--- src/rtl/adder_bist.sv ---
// ---------------------------------------------------------------------------
// adder_bist
//
// Built-in self-test engine for an N-bit adder under test. The engine drives
// four fixed corner vectors followed by pseudo-random vectors from a 32-bit
// Galois LFSR. It computes the expected sum and carry-out internally and
// compares them with the adder's response. It counts the vectors compared and
// the mismatches, and it captures the operands of the first failing vector.
//
// Parameters:
//   N            operand width (4..64)
//   NUM_VECTORS  vectors per run (>= 5)
//   DUV_LAT      latency of the adder under test in cycles (0..4)
//   SEED         LFSR seed (nonzero)
//
// Ports:
//   clk, rst            clock, synchronous active-high reset
//   start               begin a run (accepted only in IDLE or DONE)
//   a_o, b_o, cin_o     operands driven to the adder under test
//   s_i, cout_i         sum and carry-out returned by the adder under test
//   prop_i, gen_i       group propagate/generate returned by the adder
//   busy, done, pass    run status; pass is valid while done is high
//   vec_count           number of vectors compared
//   err_count           number of mismatching vectors (saturating)
//   fail_valid          a first failure has been captured
//   fail_a/b/cin        operands of the first failing vector
//
// Configuration macro:
//   ADDER_BIST_PG_CHECK_EN  when defined, prop_i/gen_i mismatches also count
//                           as failures; otherwise both inputs are ignored.
// ---------------------------------------------------------------------------
module adder_bist #(
    parameter int          N           = 16,
    parameter int unsigned NUM_VECTORS = 30000,
    parameter int          DUV_LAT     = 0,
    parameter logic [31:0] SEED        = 32'h1
) (
    input  logic          clk,
    input  logic          rst,
    input  logic          start,
    output logic [N-1:0]  a_o,
    output logic [N-1:0]  b_o,
    output logic          cin_o,
    input  logic [N-1:0]  s_i,
    input  logic          cout_i,
    input  logic          prop_i,
    input  logic          gen_i,
    output logic          busy,
    output logic          done,
    output logic          pass,
    output logic [31:0]   vec_count,
    output logic [31:0]   err_count,
    output logic          fail_valid,
    output logic [N-1:0]  fail_a,
    output logic [N-1:0]  fail_b,
    output logic          fail_cin
);

    // Stage 0 of the delay line is the operand output register itself, so the
    // stage that is compared sits DUV_LAT stages further down.
    localparam int          DEPTH     = DUV_LAT + 1;
    localparam logic [31:0] LFSR_TAPS = 32'h8020_0003;
    localparam logic [31:0] LAST_IDX  = NUM_VECTORS - 1;
    localparam logic [63:0] ALT01     = {32{2'b01}};
    localparam logic [63:0] ALT10     = {32{2'b10}};
    localparam logic [N-1:0] ALT_A    = ALT01[N-1:0];
    localparam logic [N-1:0] ALT_B    = ALT10[N-1:0];

    typedef enum logic [1:0] {
        IDLE,
        RUN,
        DRAIN,
        DONE
    } state_t;

    state_t state;
    state_t state_next;

    logic [N-1:0] pipe_a     [DEPTH];
    logic [N-1:0] pipe_b     [DEPTH];
    logic         pipe_cin   [DEPTH];
    logic         pipe_valid [DEPTH];
    logic         pipe_last  [DEPTH];

    logic [31:0]  vec_idx;
    logic [31:0]  lfsr;
    logic [31:0]  lfsr_next;
    logic [31:0]  lfsr_rot;
    logic [63:0]  lfsr_rep;
    logic [63:0]  rot_rep;

    logic         start_run;
    logic         issue;
    logic         issue_last;
    logic         finish;
    logic [31:0]  sel_idx;

    logic [N-1:0] vec_a;
    logic [N-1:0] vec_b;
    logic         vec_cin;

    logic [N-1:0] cmp_a;
    logic [N-1:0] cmp_b;
    logic         cmp_cin;
    logic         cmp_valid;
    logic         cmp_last;
    logic [N:0]   exp_sum;
    logic         mismatch;

    // Vector 0 is issued on the start edge itself; later vectors come from the
    // running index while the FSM stays in RUN.
    assign sel_idx = start_run ? 32'd0 : vec_idx;

    assign lfsr_next = {1'b0, lfsr[31:1]} ^ (lfsr[0] ? LFSR_TAPS : 32'd0);
    assign lfsr_rot  = {lfsr[15:0], lfsr[31:16]};
    assign lfsr_rep  = {lfsr, lfsr};
    assign rot_rep   = {lfsr_rot, lfsr_rot};

    // FSM state register
    always_ff @(posedge clk) begin
        if (rst) begin
            state <= IDLE;
        end else begin
            state <= state_next;
        end
    end

    // Next state plus the control strobes used by the datapath
    always_comb begin
        state_next = state;
        start_run  = 1'b0;
        issue      = 1'b0;
        issue_last = 1'b0;
        finish     = 1'b0;
        unique case (state)
            IDLE, DONE: begin
                if (start) begin
                    start_run  = 1'b1;
                    state_next = RUN;
                end
            end
            RUN: begin
                issue = 1'b1;
                if (vec_idx == LAST_IDX) begin
                    issue_last = 1'b1;
                    state_next = DRAIN;
                end
            end
            DRAIN: begin
                if (cmp_valid && cmp_last) begin
                    finish     = 1'b1;
                    state_next = DONE;
                end
            end
            default: state_next = IDLE;
        endcase
    end

    // Vector source: four corners, then the LFSR state (current state is
    // used, then the LFSR steps, so the first random vector uses SEED).
    always_comb begin
        vec_a   = '0;
        vec_b   = '0;
        vec_cin = 1'b0;
        case (sel_idx)
            32'd0: begin
                vec_a   = '0;
                vec_b   = '0;
                vec_cin = 1'b0;
            end
            32'd1: begin
                vec_a   = '1;
                vec_b   = {{(N-1){1'b0}}, 1'b1};
                vec_cin = 1'b0;
            end
            32'd2: begin
                vec_a   = '1;
                vec_b   = '1;
                vec_cin = 1'b1;
            end
            32'd3: begin
                vec_a   = ALT_A;
                vec_b   = ALT_B;
                vec_cin = 1'b1;
            end
            default: begin
                vec_a   = lfsr_rep[N-1:0];
                vec_b   = rot_rep[N-1:0];
                vec_cin = lfsr[31] ^ lfsr[0];
            end
        endcase
    end

    // Reference result for the vector at the end of the delay line
    always_comb begin
        cmp_a     = pipe_a[DUV_LAT];
        cmp_b     = pipe_b[DUV_LAT];
        cmp_cin   = pipe_cin[DUV_LAT];
        cmp_valid = pipe_valid[DUV_LAT];
        cmp_last  = pipe_last[DUV_LAT];
        exp_sum   = {1'b0, cmp_a} + {1'b0, cmp_b} + {{N{1'b0}}, cmp_cin};
    end

`ifdef ADDER_BIST_PG_CHECK_EN
    logic [N:0] exp_ab;
    logic       exp_prop;
    logic       exp_gen;

    // Group propagate/generate are checked in addition to sum and carry-out;
    // generate is the carry-out with the carry-in forced to zero.
    always_comb begin
        exp_ab   = {1'b0, cmp_a} + {1'b0, cmp_b};
        exp_prop = &(cmp_a ^ cmp_b);
        exp_gen  = exp_ab[N];
        mismatch = (s_i != exp_sum[N-1:0]) || (cout_i != exp_sum[N]) ||
                   (prop_i != exp_prop) || (gen_i != exp_gen);
    end
`else
    logic unused_pg;

    // Propagate/generate are not part of the check in this build.
    assign unused_pg = prop_i ^ gen_i;

    always_comb begin
        mismatch = (s_i != exp_sum[N-1:0]) || (cout_i != exp_sum[N]);
    end
`endif

    // Operand delay line, counters, status flags and first-failure capture
    always_ff @(posedge clk) begin
        if (rst) begin
            for (int i = 0; i < DEPTH; i++) begin
                pipe_a[i]     <= '0;
                pipe_b[i]     <= '0;
                pipe_cin[i]   <= 1'b0;
                pipe_valid[i] <= 1'b0;
                pipe_last[i]  <= 1'b0;
            end
            vec_idx    <= '0;
            lfsr       <= SEED;
            busy       <= 1'b0;
            done       <= 1'b0;
            pass       <= 1'b0;
            vec_count  <= '0;
            err_count  <= '0;
            fail_valid <= 1'b0;
            fail_a     <= '0;
            fail_b     <= '0;
            fail_cin   <= 1'b0;
        end else if (start_run) begin
            pipe_a[0]     <= vec_a;
            pipe_b[0]     <= vec_b;
            pipe_cin[0]   <= vec_cin;
            pipe_valid[0] <= 1'b1;
            pipe_last[0]  <= 1'b0;
            for (int i = 1; i < DEPTH; i++) begin
                pipe_a[i]     <= '0;
                pipe_b[i]     <= '0;
                pipe_cin[i]   <= 1'b0;
                pipe_valid[i] <= 1'b0;
                pipe_last[i]  <= 1'b0;
            end
            vec_idx    <= 32'd1;
            lfsr       <= SEED;
            busy       <= 1'b1;
            done       <= 1'b0;
            pass       <= 1'b0;
            vec_count  <= '0;
            err_count  <= '0;
            fail_valid <= 1'b0;
            fail_a     <= '0;
            fail_b     <= '0;
            fail_cin   <= 1'b0;
        end else begin
            for (int i = 1; i < DEPTH; i++) begin
                pipe_a[i]     <= pipe_a[i-1];
                pipe_b[i]     <= pipe_b[i-1];
                pipe_cin[i]   <= pipe_cin[i-1];
                pipe_valid[i] <= pipe_valid[i-1];
                pipe_last[i]  <= pipe_last[i-1];
            end

            // Stage 0 doubles as the operand outputs: a new vector in RUN,
            // the last vector held (but not re-compared) in DRAIN, zero once
            // the run has finished.
            if (issue) begin
                pipe_a[0]     <= vec_a;
                pipe_b[0]     <= vec_b;
                pipe_cin[0]   <= vec_cin;
                pipe_valid[0] <= 1'b1;
                pipe_last[0]  <= issue_last;
                vec_idx       <= vec_idx + 32'd1;
                if (vec_idx >= 32'd4) begin
                    lfsr <= lfsr_next;
                end
            end else if (finish) begin
                pipe_a[0]     <= '0;
                pipe_b[0]     <= '0;
                pipe_cin[0]   <= 1'b0;
                pipe_valid[0] <= 1'b0;
                pipe_last[0]  <= 1'b0;
            end else begin
                pipe_valid[0] <= 1'b0;
                pipe_last[0]  <= 1'b0;
            end

            if (cmp_valid) begin
                vec_count <= vec_count + 32'd1;
                if (mismatch) begin
                    if (err_count != 32'hFFFF_FFFF) begin
                        err_count <= err_count + 32'd1;
                    end
                    if (!fail_valid) begin
                        fail_valid <= 1'b1;
                        fail_a     <= cmp_a;
                        fail_b     <= cmp_b;
                        fail_cin   <= cmp_cin;
                    end
                end
            end

            // The final compare lands on this same edge, so its own result
            // is folded into pass.
            if (finish) begin
                busy <= 1'b0;
                done <= 1'b1;
                pass <= (err_count == 32'd0) && !mismatch;
            end
        end
    end

    assign a_o   = pipe_a[0];
    assign b_o   = pipe_b[0];
    assign cin_o = pipe_cin[0];

endmodule
--- config.mk ---
export PLATFORM = sky130hd
export DESIGN_NAME = adder_bist
export DESIGN_NICKNAME = d
export VERILOG_FILES = /design/src/rtl/adder_bist.sv
export SDC_FILE = /design/constraint.sdc
export NUM_CORES = 1
export LEC_CHECK = 0
export CORE_UTILIZATION = 35
export CTS_CLUSTER_SIZE = 25
export DETAILED_ROUTE_END_ITERATION = 10
export MAX_ROUTING_LAYER = met4
export SETUP_SLACK_MARGIN = 0.5
export SLEW_MARGIN = 15
export SYNTH_ARGS = -nofsm -noshare
export SYNTH_HDL_FRONTEND = slang
export SYNTH_SLANG_ARGS = --single-unit
export TNS_END_PERCENT = 10
--- constraint.sdc ---
create_clock -name clk -period 4.7 [get_ports clk]
set_clock_uncertainty 0.2 [all_clocks]
set_input_delay 0.47 -clock clk [delete_from_list [all_inputs] [get_ports clk]]
set_output_delay 0.47 -clock clk [all_outputs]
set_load 0.02 [all_outputs]
==> run_results.csv <==
group,metric,value,unit
outcome,status,"completed",
place,placed_cell_area,11600,um^2
power,switching_share,34.1,%
critical_path,arrival,4.21,ns
die,pin_count,156,
die,coreArea,27200,um^2
critical_path,reg2reg_to,"err_count[18]",
route,first_pass_iters,5,
timing,setup_viol,0,
timing,setup_tns,0,ns
final_layout,mostFrequentLayoutCells,"dfxtp_1 (167), clkdlybuf4s50_1 (153), nand2_1 (141), nor2_1 (111), a21oi_1 (110)",
global_route,grt.overflow.total,0,
die,fp-row-count,60,
power,clockPowerShare,33.8,%
power,cellPowerDensity,475,nW/um^2
power,switchingPower,0.00203,W
critical_path,r2r-start,"pipe_b[0][0]",
job,drv_cap,0,
synth,yosys.area_share.simple,22.2,%
clock_tree,clkTransAtPathRegs,0.06,ns
clock_tree,clock_path_buffers,3,
clock_tree,cts_sinks,202,
final_layout,layout-drive-gt1-share,5.21,%
worst_hold_path,hp-class,"register to register",
global_route,grt_pass1_wl,40400,um
final_layout,final_nets,1277,
synth,synthMuxAreaShare,3.89,%
route,avgRoutedWirePerCell,15.8,um
die,die_x,169,um
route,drt_iter0_markers,550,
critical_path,worst_r2r_path_depth,15,
clock_tree,cts_inserted_buffers,24,
critical_path,crit_fanout,62,
route,wirelength,25700,um
synth,yosys.area.top_type_share,34.2,%
critical_path,crit_type,"register to register",
final_layout,stdcell_count,1621,
synth,synth_cells,1092,
critical_path,critPathCaptureType,"register",
worst_hold_path,hold-path-cell-count,2,
place,port_buffers,153,
critical_path,startpoint_type,"register",
timing,worst_pin_slew,1.19,ns
worst_hold_path,min_to,"lfsr[13]",
synth,synth-seq-cells,202,
timing,layout_min_cycle_time,3.98,ns
global_route,grt_usage,17.8,%
route,vias_per_cell,5.15,
power,power.share.sequential,35.8,%
global_route,grt_pass1_vias,7668,
place,dp_hpwl,17900,um
critical_path,r2r_setup_slack,0.72,ns
final_layout,stdcell_area,12500,um^2
clock_tree,cts_root_buf,"clkbuf_16",
die,dieArea,28600,um^2
power,p_int,0.00391,W
timing,drv_slew,0,
synth,ys.warnings.count,0,
final_layout,area_growth,27.8,%
timing,max-slew-margin-rel,19.8,%
power,ir_worst_vdd,0.000242,V
synth,synth-edff-count,35,
synth,mappedNetlistArea,9770,um^2
route,antenna_left,0,
timing,layout_setup_ws,0.720,ns
route,drc,0,
clock_tree,htreeDepth,1,
synth,synth_top_family_by_area,"simple AND/OR/NAND/NOR gates",
synth,synthAdderAreaFrac,3.36,%
die,initial_core_util,35.9,%
global_route,grt_max_degree,74,
final_layout,final_common_cell,"dfxtp_1",
timing,whs,0.266,ns
clock_tree,worstSkewPairLatency,0.52,ns
synth,synth_xor_area_share,6.90,%
synth,ys_types,66,
critical_path,worstPathRequired,4.93,ns
place,place_congestion,0.926,
synth,synth_largest_area_cell,"dfxtp_1",
clock_tree,ctsHoldBuffers,0,
synth,ys_seq_area_share,45.0,%
final_layout,fillCellCount,2654,
timing,finalHoldViolCount,0,
clock_tree,cts_tree,"built",
synth,synth_compound_area_share,14.8,%
timing,max_freq,0.251,GHz
timing,rsz0062_at_grt,"false",
synth,synthArstFlopShare,0,%
route,num_vias,8348,
die,die_y,169,um
place,post-place-ws,0.723,ns
synth,synth_nets,1139,
worst_hold_path,hold_start,"lfsr[14]",
synth,synthFlopType,"dfxtp_1",
timing,period_share,84.7,%
power,p_leak,4.43,nW
global_route,antenna_found_initial,0,
place,dp.cells,1574,
synth,avgSynthCellArea,8.95,um^2
synth,synth_area_leaders,"dfxtp_1 (34%), edfxtp_1 (11%), a21oi_1 (5.6%), nand2_1 (5.4%), nor2_1 (4.3%)",
power,combPwrFrac,30.4,%
final cells by class:
cell class | count | area, um^2 | area share (%)
clock buffers | 31 | 689 | 5.52
diodes | 1 | 2.50 | 0.0200
multi-input cells | 813 | 5010 | 40.1
well taps | 372 | 465 | 3.73
flip-flops and latches | 202 | 4390 | 35.2
clock inverters | 13 | 174 | 1.39
repair buffers | 164 | 1660 | 13.3
inverters | 25 | 93.8 | 0.752
Yosys cell counts (all sizes together), types with 25 or more instances:
| master | n |
|---|---|
| inv | 25 |
| or4 | 25 |
| xnor2 | 31 |
| o21ai | 33 |
| clkbuf | 30 |
| edfxtp | 35 |
| dfxtp | 167 |
| nand3 | 42 |
| mux2i | 38 |
| and3 | 28 |
| nor2 | 112 |
| a21oi | 110 |
| xor2 | 46 |
| nand2 | 141 |
how the worst max path moves through the flow:
| stage | endpoint | cells past startpoint | slack (ns) | start |
|---|---|---|---|---|
| after floorplan | pipe_a[0][0] | 3 | 0.72 | pipe_valid[0] |
| after global placement | fail_a[0] | 14 | 0.81 | pipe_b[0][0] |
| after detailed placement | fail_a[0] | 14 | 0.72 | pipe_b[0][0] |
| after CTS | fail_a[9] | 14 | 0.69 | pipe_b[0][0] |
| after global routing | err_count[18] | 15 | 0.50 | pipe_b[0][0] |
| final | err_count[18] | 15 | 0.72 | pipe_b[0][0] |
what timing repair did:
action,in CTS,in global routing
setup buffers,0,1
hold endpoints to repair,0,0
endpoints found under the setup margin,0,31
resized for setup,0,1
power groups by stage:
stage               logic, W  registers, W  clock network, W
global placement     0.00177       0.00216                 0
finish               0.00181       0.00212           0.00201
global route         0.00195       0.00214           0.00212
detailed placement   0.00177       0.00217                 0
CTS                  0.00178       0.00213           0.00206
floorplan            0.00113       0.00224                 0
metal layers:
| metal | global-route usage, % | vias to the layer above | share of wire (%) |
|---|---|---|---|
| met5 | - | - | 0 |
| met4 | 5.44 | 0 | 2.5 |
| met3 | 2.81 | 41 | 4.6 |
| met2 | 28.7 | 179 | 46 |
| met1 | 23.0 | 3943 | 47 |
| li1 | - | 4185 | - |
cells by family after synthesis:
family / Yosys count
buf+inv: 77
mux: 38
simple gates: 444
fa+ha+maj: 25
flops: 202
compound gates: 229
xor+xnor: 77
flip-flops by register name (all words and copies together), names as in the netlist:
name,count
pipe_last,1
err_count,32
fail_b,16
fail_a,16
busy,1
vec_count,32
fail_valid,1
state,2
fail_cin,1
pipe_valid,1
lfsr,32
done,1
pass,1
pipe_a,16
pipe_cin,1
pipe_b,16
vec_idx,32
metrics by stage:
step	util (%)	total power, W
3_3_place_gp	42.6	0.00393
3_5_place_dp	42.6	0.00394
5_1_grt	45.9	0.00622
4_1_cts	45.8	0.00597
2_1_floorplan	-	0.00337
6_report	45.9	0.00593
worst max-delay path: stages, from the launching register on:
cell and delay [ns]:
edfxtp_1 0.49, inv_1 0.12, fa_1 0.21, inv_1 0.06, fa_1 0.41, and3_1 0.19
o21ai_0 0.20, a21boi_1 0.24, o311ai_1 0.19, a2111oi_4 0.42, nand4_4 0.21, buf_4 0.19
o21ai_4 0.15, buf_12 0.24, nor2_2 0.10, a211oi_2 0.22
(Power assumes the default switching activity.)
